$ cat src/rtl/dino_pkg.sv
// rtl/dino_pkg.sv - shared key codes, PS/2 prefix bytes and FSM state types
package dino_pkg;

  localparam logic [8:0] KEY_SPACE = 9'h029;
  localparam logic [8:0] KEY_UP    = 9'h175;
  localparam logic [8:0] KEY_ENTER = 9'h05A;

  localparam logic [7:0] PS2_EXT = 8'hE0;
  localparam logic [7:0] PS2_BRK = 8'hF0;

  typedef enum logic [1:0] {
    D_BASE,
    D_EXT,
    D_BRK,
    D_EXT_BRK
  } dec_state_e;

  typedef enum logic {
    RX_IDLE,
    RX_BITS
  } rx_state_e;

  // Keyboard status/ack bytes that never describe a key.
  function automatic logic is_discard(input logic [7:0] b);
    case (b)
      8'h00, 8'hAA, 8'hEE, 8'hFA, 8'hFC, 8'hFE, 8'hFF: is_discard = 1'b1;
      default:                                          is_discard = 1'b0;
    endcase
  endfunction

endpackage

$ cat src/rtl/ps2_rx.sv
// rtl/ps2_rx.sv - PS/2 pin conditioning and frame receiver with watchdog
// Odd-parity acceptance is enabled by defining PS2_PARITY_CHECK_EN.
module ps2_rx
  import dino_pkg::*;
#(
  parameter int FILTER_LEN  = 8,
  parameter int TIMEOUT_CYC = 20000
) (
  input  logic       clk_i,
  input  logic       rst_ni,
  input  logic       ps2_clk_i,
  input  logic       ps2_data_i,
  output logic       byte_valid_o,
  output logic [7:0] byte_o
);

  localparam int FW = $clog2(FILTER_LEN + 1);
  localparam int TW = $clog2(TIMEOUT_CYC + 1);
  localparam logic [FW-1:0] CNT_MAX = FW'(FILTER_LEN - 1);
  localparam logic [TW-1:0] WD_MAX  = TW'(TIMEOUT_CYC - 1);

  logic          clk_s1_q, clk_s2_q, data_s1_q, data_s2_q;
  logic          clk_filt_q, clk_filt_d, data_filt_q, data_filt_d;
  logic [FW-1:0] clk_cnt_q, clk_cnt_d, data_cnt_q, data_cnt_d;
  logic          fall_q, fall_d;

  rx_state_e     state_q, state_d;
  logic [3:0]    bit_cnt_q, bit_cnt_d;
  logic [8:0]    shift_q, shift_d;
  logic [TW-1:0] wdog_q, wdog_d;
  logic          byte_valid_q, byte_valid_d;
  logic [7:0]    byte_q, byte_d;
  logic          frame_ok;

  // A filtered line only moves after FILTER_LEN consecutive disagreeing samples.
  always_comb begin
    clk_filt_d  = clk_filt_q;
    clk_cnt_d   = clk_cnt_q;
    data_filt_d = data_filt_q;
    data_cnt_d  = data_cnt_q;
    if (clk_s2_q == clk_filt_q) begin
      clk_cnt_d = '0;
    end else if (clk_cnt_q == CNT_MAX) begin
      clk_filt_d = clk_s2_q;
      clk_cnt_d  = '0;
    end else begin
      clk_cnt_d = clk_cnt_q + 1'b1;
    end
    if (data_s2_q == data_filt_q) begin
      data_cnt_d = '0;
    end else if (data_cnt_q == CNT_MAX) begin
      data_filt_d = data_s2_q;
      data_cnt_d  = '0;
    end else begin
      data_cnt_d = data_cnt_q + 1'b1;
    end
    fall_d = clk_filt_q & ~clk_filt_d;
  end

`ifdef PS2_PARITY_CHECK_EN
  assign frame_ok = data_filt_q & (^shift_q);
`else
  assign frame_ok = data_filt_q;
`endif

  always_comb begin
    state_d      = state_q;
    bit_cnt_d    = bit_cnt_q;
    shift_d      = shift_q;
    wdog_d       = wdog_q;
    byte_valid_d = 1'b0;
    byte_d       = byte_q;
    case (state_q)
      RX_IDLE: begin
        wdog_d = '0;
        if (fall_q && !data_filt_q) begin
          state_d   = RX_BITS;
          bit_cnt_d = '0;
          shift_d   = '0;
        end
      end
      RX_BITS: begin
        if (fall_q) begin
          wdog_d = '0;
          if (bit_cnt_q == 4'd9) begin
            state_d = RX_IDLE;
            if (frame_ok) begin
              byte_valid_d = 1'b1;
              byte_d       = shift_q[7:0];
            end
          end else begin
            shift_d   = {data_filt_q, shift_q[8:1]};
            bit_cnt_d = bit_cnt_q + 1'b1;
          end
        end else if (wdog_q == WD_MAX) begin
          state_d   = RX_IDLE;
          bit_cnt_d = '0;
          shift_d   = '0;
          wdog_d    = '0;
        end else begin
          wdog_d = wdog_q + 1'b1;
        end
      end
      default: state_d = RX_IDLE;
    endcase
  end

  always_ff @(posedge clk_i or negedge rst_ni) begin
    if (!rst_ni) begin
      clk_s1_q     <= 1'b1;
      clk_s2_q     <= 1'b1;
      data_s1_q    <= 1'b1;
      data_s2_q    <= 1'b1;
      clk_filt_q   <= 1'b1;
      data_filt_q  <= 1'b1;
      clk_cnt_q    <= '0;
      data_cnt_q   <= '0;
      fall_q       <= 1'b0;
      state_q      <= RX_IDLE;
      bit_cnt_q    <= '0;
      shift_q      <= '0;
      wdog_q       <= '0;
      byte_valid_q <= 1'b0;
      byte_q       <= '0;
    end else begin
      clk_s1_q     <= ps2_clk_i;
      clk_s2_q     <= clk_s1_q;
      data_s1_q    <= ps2_data_i;
      data_s2_q    <= data_s1_q;
      clk_filt_q   <= clk_filt_d;
      data_filt_q  <= data_filt_d;
      clk_cnt_q    <= clk_cnt_d;
      data_cnt_q   <= data_cnt_d;
      fall_q       <= fall_d;
      state_q      <= state_d;
      bit_cnt_q    <= bit_cnt_d;
      shift_q      <= shift_d;
      wdog_q       <= wdog_d;
      byte_valid_q <= byte_valid_d;
      byte_q       <= byte_d;
    end
  end

  assign byte_valid_o = byte_valid_q;
  assign byte_o       = byte_q;

endmodule

$ cat src/rtl/ps2_key_tracker.sv
// rtl/ps2_key_tracker.sv - Set-2 make/break decoder maintaining a 512-entry pressed-key map
// Parity checking in the receiver is enabled by defining PS2_PARITY_CHECK_EN.
module ps2_key_tracker
  import dino_pkg::*;
#(
  parameter int FILTER_LEN  = 8,
  parameter int TIMEOUT_CYC = 20000
) (
  input  logic         pclk,
  input  logic         rst_n,
  input  logic         ps2_clk,
  input  logic         ps2_data,
  output logic [511:0] key_down,
  output logic [8:0]   last_change,
  output logic         key_valid
);

  logic       rx_valid;
  logic [7:0] rx_byte;

  ps2_rx #(
    .FILTER_LEN (FILTER_LEN),
    .TIMEOUT_CYC(TIMEOUT_CYC)
  ) u_rx (
    .clk_i       (pclk),
    .rst_ni      (rst_n),
    .ps2_clk_i   (ps2_clk),
    .ps2_data_i  (ps2_data),
    .byte_valid_o(rx_valid),
    .byte_o      (rx_byte)
  );

  dec_state_e   dec_q, dec_d;
  logic [511:0] key_down_q, key_down_d;
  logic [8:0]   last_q, last_d;
  logic         valid_q, valid_d;
  logic         ext, brk;
  logic [8:0]   code;

  assign ext  = (dec_q == D_EXT) || (dec_q == D_EXT_BRK);
  assign brk  = (dec_q == D_BRK) || (dec_q == D_EXT_BRK);
  assign code = {ext, rx_byte};

  // Prefixes accumulate; the first non-prefix byte consumes them and resets to D_BASE.
  always_comb begin
    dec_d      = dec_q;
    key_down_d = key_down_q;
    last_d     = last_q;
    valid_d    = 1'b0;
    if (rx_valid) begin
      if (rx_byte == PS2_EXT) begin
        dec_d = brk ? D_EXT_BRK : D_EXT;
      end else if (rx_byte == PS2_BRK) begin
        dec_d = ext ? D_EXT_BRK : D_BRK;
      end else if (is_discard(rx_byte)) begin
        dec_d = D_BASE;
      end else begin
        key_down_d[code] = ~brk;
        last_d           = code;
        valid_d          = 1'b1;
        dec_d            = D_BASE;
      end
    end
  end

  always_ff @(posedge pclk or negedge rst_n) begin
    if (!rst_n) begin
      dec_q      <= D_BASE;
      key_down_q <= '0;
      last_q     <= '0;
      valid_q    <= 1'b0;
    end else begin
      dec_q      <= dec_d;
      key_down_q <= key_down_d;
      last_q     <= last_d;
      valid_q    <= valid_d;
    end
  end

  assign key_down    = key_down_q;
  assign last_change = last_q;
  assign key_valid   = valid_q;

endmodule

$ cat config.mk
export PLATFORM = sky130hd
export DESIGN_NAME = ps2_key_tracker
export DESIGN_NICKNAME = d
export VERILOG_FILES = /design/src/rtl/dino_pkg.sv /design/src/rtl/ps2_rx.sv /design/src/rtl/ps2_key_tracker.sv
export SDC_FILE = /design/constraint.sdc
export NUM_CORES = 1
export LEC_CHECK = 0
export ABC_CLOCK_PERIOD_IN_PS = 4300
export CAP_MARGIN = 30
export CORE_MARGIN = 3
export CORE_UTILIZATION = 50
export DETAILED_ROUTE_END_ITERATION = 6
export PLACE_DENSITY = 0.81
export SYNTH_ARGS = -nofsm -noshare
export SYNTH_HDL_FRONTEND = slang
export SYNTH_SLANG_ARGS = --single-unit
$ cat constraint.sdc
create_clock -name pclk -period 4.3 [get_ports pclk]
set_input_delay 0.86 -clock pclk [delete_from_list [all_inputs] [get_ports pclk]]
set_output_delay 0.86 -clock pclk [all_outputs]
set_load 0.005 [all_outputs]
## After elaboration in Yosys (flattened, before gate mapping)

Cells that the tools add are included.

- Flip-flop bits (word level): 577
- Output and inout port bits: 522

- Add/subtract/negate cells: 4
- $lt $le $gt $ge: 2
- Equal/unequal tests: 20
- Muxes and demuxes: 43
- Bitwise operators: 8
- Reductions and logical operators: 11

Operators by type and width:

| operator | number |
|---|---|
| $bwmux 512 | 1 |
| $eq 8x8->1 const B | 8 |
| $mux 9 | 4 |
| $mux 4 | 8 |
| $mux 15 | 2 |
| $pmux 15 s2 | 1 |
| $mux 1 | 20 |
| $pmux 9 s2 | 1 |
| $add 15x1->15 const B | 1 |
| $eq 15x15->1 const B | 1 |
| $add 4x1->4 const B | 3 |
| $lt 9x10->1 const B | 1 |
| $demux 1 s9 | 1 |
| $ge 9x1->1 const B | 1 |
| $eq 4x3->1 const B | 2 |
| $logic_not 8->1 | 1 |
| $pmux 4 s2 | 1 |
| $reduce_and 4->1 | 2 |
| $not 1->1 | 7 |
| $reduce_or 7->1 | 1 |
| $mux 2 | 3 |
| $eq 2x2->1 const B | 2 |
| $eq 4x4->1 const B | 1 |
| $ne 3x2->1 const B | 1 |
| 11 further kinds | 14 |

## Depth between registers and ports, before layout

- Word-level depth: 10
- Gate-level depth with buffers: 8

## Cells and area by module

Synthesis repeated with hierarchy kept, for this count alone.

- Cell total of the unflattened synthesis: 2118
- Area total of the unflattened synthesis: 23490.0 um2

By module, submodules not included:

| module | instances | cells an instance | area an instance (um2) | sequential area each (um2) |
|---|---|---|---|---|
| ps2_key_tracker | 1 | 1935 | 21270.4 | 13112.6 |
| ps2_rx | 1 | 183 | 2219.6 | 1333.8 |

## Least setup slack after synthesis

OpenSTA, ideal clock, no wires.

- Kind: reg2reg
- Start: reg u_rx.byte_q[0] (netlist: u_rx.byte_o[0])
- End: reg last_q[2] (netlist: last_change[2])
- Setup time: 0.125 ns
- Arrival time: 1.892 ns
- Data required time: 4.175 ns
- Slack: 2.283 ns
- Stages on the path, launching flop included: 7
- Clock period less this slack: 2.017 ns
- Cell sequence: dfrtp_1 -> buf_6 -> or4_4 -> a211o_1 -> and3_4 -> buf_6 -> mux2_4

- Longest elaborated chain between the ends: 8
- Elaborated cells on any way between the ends: 18
- Classes of those cells: eq/ne (8); mux (4); bitwise (3); reduce/logical (3)

RTL lines:

| element | RTL line | RTL |
|---|---|---|
| start: declaration | ps2_rx.sv:32 | `logic [7:0] byte_q, byte_d;` |
| start signal: assignment | ps2_rx.sv:140 | `byte_q <= byte_d;` |
| $eq 8x8->1 or $logic_not 8->1 (tied branches) | dino_pkg.sv:25 | `case (b)` |
| $reduce_or 7->1 | dino_pkg.sv:25 |  |
| $mux 1 | dino_pkg.sv:25 |  |
| $mux 1 | ps2_key_tracker.sv:53 | `end else if (rx_byte == PS2_BRK) begin` |
| $mux 1 | ps2_key_tracker.sv:51 | `if (rx_byte == PS2_EXT) begin` |
| $mux 1 | ps2_key_tracker.sv:50 | `if (rx_valid) begin` |
| $not 1->1 (no line) | -- |  |
| $reduce_and 4->1 (no line) (*) | -- |  |
| end signal: assignment | ps2_key_tracker.sv:75 | `last_q <= last_d;` |
| end: declaration | ps2_key_tracker.sv:35 | `logic [8:0] last_q, last_d;` |

Every way passes the cells marked *; elsewhere a longest branch is shown, timed or not. The select of a mux whose other input is x is not followed.
A chain may end at the register's enable or synchronous reset.

## Worst setup path after layout

- Start: reg u_rx.byte_q[0] (netlist: u_rx.byte_o[0])
- End: reg key_down_q[49] (netlist: key_down[49])

- Longest elaborated chain between the ends: 8
- Elaborated cells on any way between the ends: 24
- Classes of those cells: order compare (2); eq/ne (8); mux (7); bitwise (3); reduce/logical (4)

RTL lines:

| element | RTL line | RTL |
|---|---|---|
| branches (longest 8 deep; another with $lt 9x10->1) | -- |  |
| end signal: assignment | ps2_key_tracker.sv:74 | `key_down_q <= key_down_d;` |
| end: declaration | ps2_key_tracker.sv:34 | `logic [511:0] key_down_q, key_down_d;` |

Several ways; the timed one is not identified. The select of a mux whose other input is x is not followed.

==> flow_metrics.env <==
export IMPL_syn2layout_area_growth_pct=32.4
export IMPL_worstPathArrival_ps=3400
export IMPL_r2r_slack_ps=1350
export IMPL_grt_pass1_wl_mm=117
export IMPL_cts_tree="yes"
export IMPL_nets=2460
export IMPL_cp_endpoint="key_down[49]"
export IMPL_ant_nets=0
export IMPL_drt_initial_drc_count=2354
export IMPL_synth_seq_cells=577
export IMPL_syn_inst=2088
export IMPL_syn_mean_instance_area_um2=11.1
export IMPL_wl_per_cell_um=24.8
export IMPL_cts_buffers_inserted=57
export IMPL_crit_path_start_kind="flop"
export IMPL_finalSetupViolCount=0
export IMPL_final_cell_mix="570 x dfrtp_1, 524 x clkdlybuf4s50_1, 495 x o21ai_0"
export IMPL_rsz0062_at_grt="no"
export IMPL_routed_via_density=6.24
export IMPL_cap_violations=0
export IMPL_io_pins=526
export IMPL_async_flop_share=1.00
export IMPL_grt_pass1_vias=18972
export IMPL_cts_resized=0
export IMPL_finalHoldViolations=0
export IMPL_first_pass_iters=6
export IMPL_cp_end_kind="flop"
export IMPL_clkSinkCount=577
export IMPL_num_vias=19286
export IMPL_ctsHoldBuffers=0
export IMPL_post_dp_hpwl_mm=48.2
export IMPL_tightest_slew_ps=1060
export IMPL_synth_ff_type="dfrtp_1"
export IMPL_grt_max_degree=184
export IMPL_cts_root_buf="clkbuf_16"
export IMPL_die_w_um=222
export IMPL_worstPathMaxFanout=33
export IMPL_clk_latency_ps=630
export IMPL_max_freq_mhz=339
export IMPL_route_detailed_drc=0
export IMPL_min_period_ps=2950
export IMPL_place_congestion=0.847
export IMPL_final_common_cell="dfrtp_1"
export IMPL_port_buffers=525
export IMPL_path_clk_slew_ps=60
export IMPL_slew_viol_final=0
export IMPL_p_leak_nw=12.7
export IMPL_antenna_found_initial=0
export IMPL_status="finished, final reports clean"
export IMPL_overflow=0
export IMPL_cp_required_ps=4740
export IMPL_synth_edf_count=0
export IMPL_yosysWarnings=0
export IMPL_cts_path_max_buffers=3
export IMPL_die_area_um2=49100
export IMPL_min_period_over_period=0.687
export IMPL_rr_worst_depth=5
export IMPL_syn_nets=2097
export IMPL_hold_class="primary input to async pin"
export IMPL_total_power_mw=10.7
export IMPL_path_class="flop to flop"
export IMPL_post_cts_setup_buffers=0
export IMPL_peakVddDrop_mv=0.299
export IMPL_track_usage=0.303
export IMPL_crit_path_start="u_rx.byte_o[0]"
export IMPL_finalSetupTns_ps=0
export IMPL_finClkSkew_ps=36.2
export IMPL_layout_drive_gt1_share=0.0766
export IMPL_die_h_um=222
export IMPL_powerDensity_nw_per_um2=348
export IMPL_relSlewSlack=0.294
export IMPL_start_util=0.509
export IMPL_yosysUniqueCellTypes=52
export IMPL_wl_mm=76.7
export IMPL_r2r_start="u_rx.byte_o[0]"
export IMPL_cts_max_level=2
export IMPL_synth_area_um2=23200
export IMPL_fp_row_count=78
export IMPL_fp_coreArea_um2=45700
export IMPL_yosysSeqAreaShare=0.622
export IMPL_antenna_cells=0
export IMPL_worstReg2RegEnd="key_down[49]"
==> per-layer routing <==
metal  wire length (um)  global-route usage
met3               6660              0.0682
met2              36500               0.487
met4               3830               0.141
met5                  0                   0
met1              29700               0.395
==> Yosys cell counts (all sizes together), types with 9 or more instances <==
| cell type | number | area share |
|---|---|---|
| dfrtp | 571 | 0.61 |
| o21ai | 496 | 0.11 |
| o31ai | 486 | 0.16 |
| clkbuf | 275 | 0.044 |
| nand2 | 43 | 0.0069 |
| nor2 | 34 | 0.0055 |
| inv | 20 | 0.0032 |
| nand3 | 17 | 0.0037 |
| xnor2 | 15 | 0.0057 |
| mux2 | 14 | 0.0078 |
| nand4 | 11 | 0.0030 |
| a22o | 9 | 0.0034 |
| mux2i | 9 | 0.0039 |
==> worst max-delay path: stages (launching register included) <==
cell	delay (ps)
dfrtp_1	580
nor2b_1	510
nand3_2	710
buf_4	570
o21ai_0	280
o31ai_1	130
==> sequential cells by signal, indices dropped and copies added (netlist names) <==
signal	count
u_rx.fall_q	1
key_down	512
u_rx.state_q	1
u_rx.data_cnt_q	4
u_rx.byte_valid_o	1
key_valid	1
u_rx.data_s2_q	1
u_rx.data_s1_q	1
dec_q	2
last_change	9
u_rx.bit_cnt_q	4
u_rx.wdog_q	15
u_rx.byte_o	8
u_rx.clk_s2_q	1
u_rx.shift_q	9
u_rx.clk_cnt_q	4
u_rx.clk_s1_q	1
u_rx.clk_filt_q	1
u_rx.data_filt_q	1
==> through the flow <==
stage / hold slack, ps / cells / setup WS [ps] / utilization / instance area (um2)
finish: 283 / 3093 / 1350 / 0.674 / 30800
global route: 328 / 3093 / 1260 / 0.674 / 30800
CTS: 299 / 3090 / 1350 / 0.672 / 30700
detailed placement: 349 / 2989 / 1410 / 0.631 / 28800
global placement: 346 / 2988 / 1560 / 0.630 / 28800
floorplan: 345 / 2088 / 2280 / - / 23200
==> worst min-delay path by stage <==
stage                              from             to  slack [ps]
after floorplan           u_rx.clk_s1_q  u_rx.clk_s2_q         350
after global placement    u_rx.clk_s1_q  u_rx.clk_s2_q         350
after detailed placement  u_rx.clk_s1_q  u_rx.clk_s2_q         350
after CTS                         rst_n  key_down[331]         300
after global routing              rst_n  key_down[333]         330
final                             rst_n  key_down[331]         280
==> logic make-up after synthesis <==
group,share of synthesized area
XOR/XNOR,0.00791
flip-flops,0.622
adder cells (fa/ha/maj),0.00269
buffers and inverters,0.0497
multiplexers,0.0116
AND/OR/NAND/NOR,0.0336
AO/OA/AOI/OAI,0.273
==> final cells by class <==
class | count | area, um2
Clock buffer | 80 | 1630
Clock inverter | 21 | 243
Fill cell | 3294 | 14900
Inverter | 20 | 75.1
Multi-Input combinational cell | 1209 | 7700
Sequential cell | 577 | 14500
Tap cell | 600 | 751
Timing Repair Buffer | 586 | 5920
==> power by group <==
group / total, mW / internal (mW) / switching, mW / leakage [nW]
clock network: 5.01 / 2.88 / 2.12 / 0.920
logic: 0.194 / 0.0523 / 0.141 / 3.77
registers: 5.50 / 5.47 / 0.0284 / 8.04
total: 10.7 / 8.40 / 2.29 / 12.7
Power figures use the tool's default switching activity.
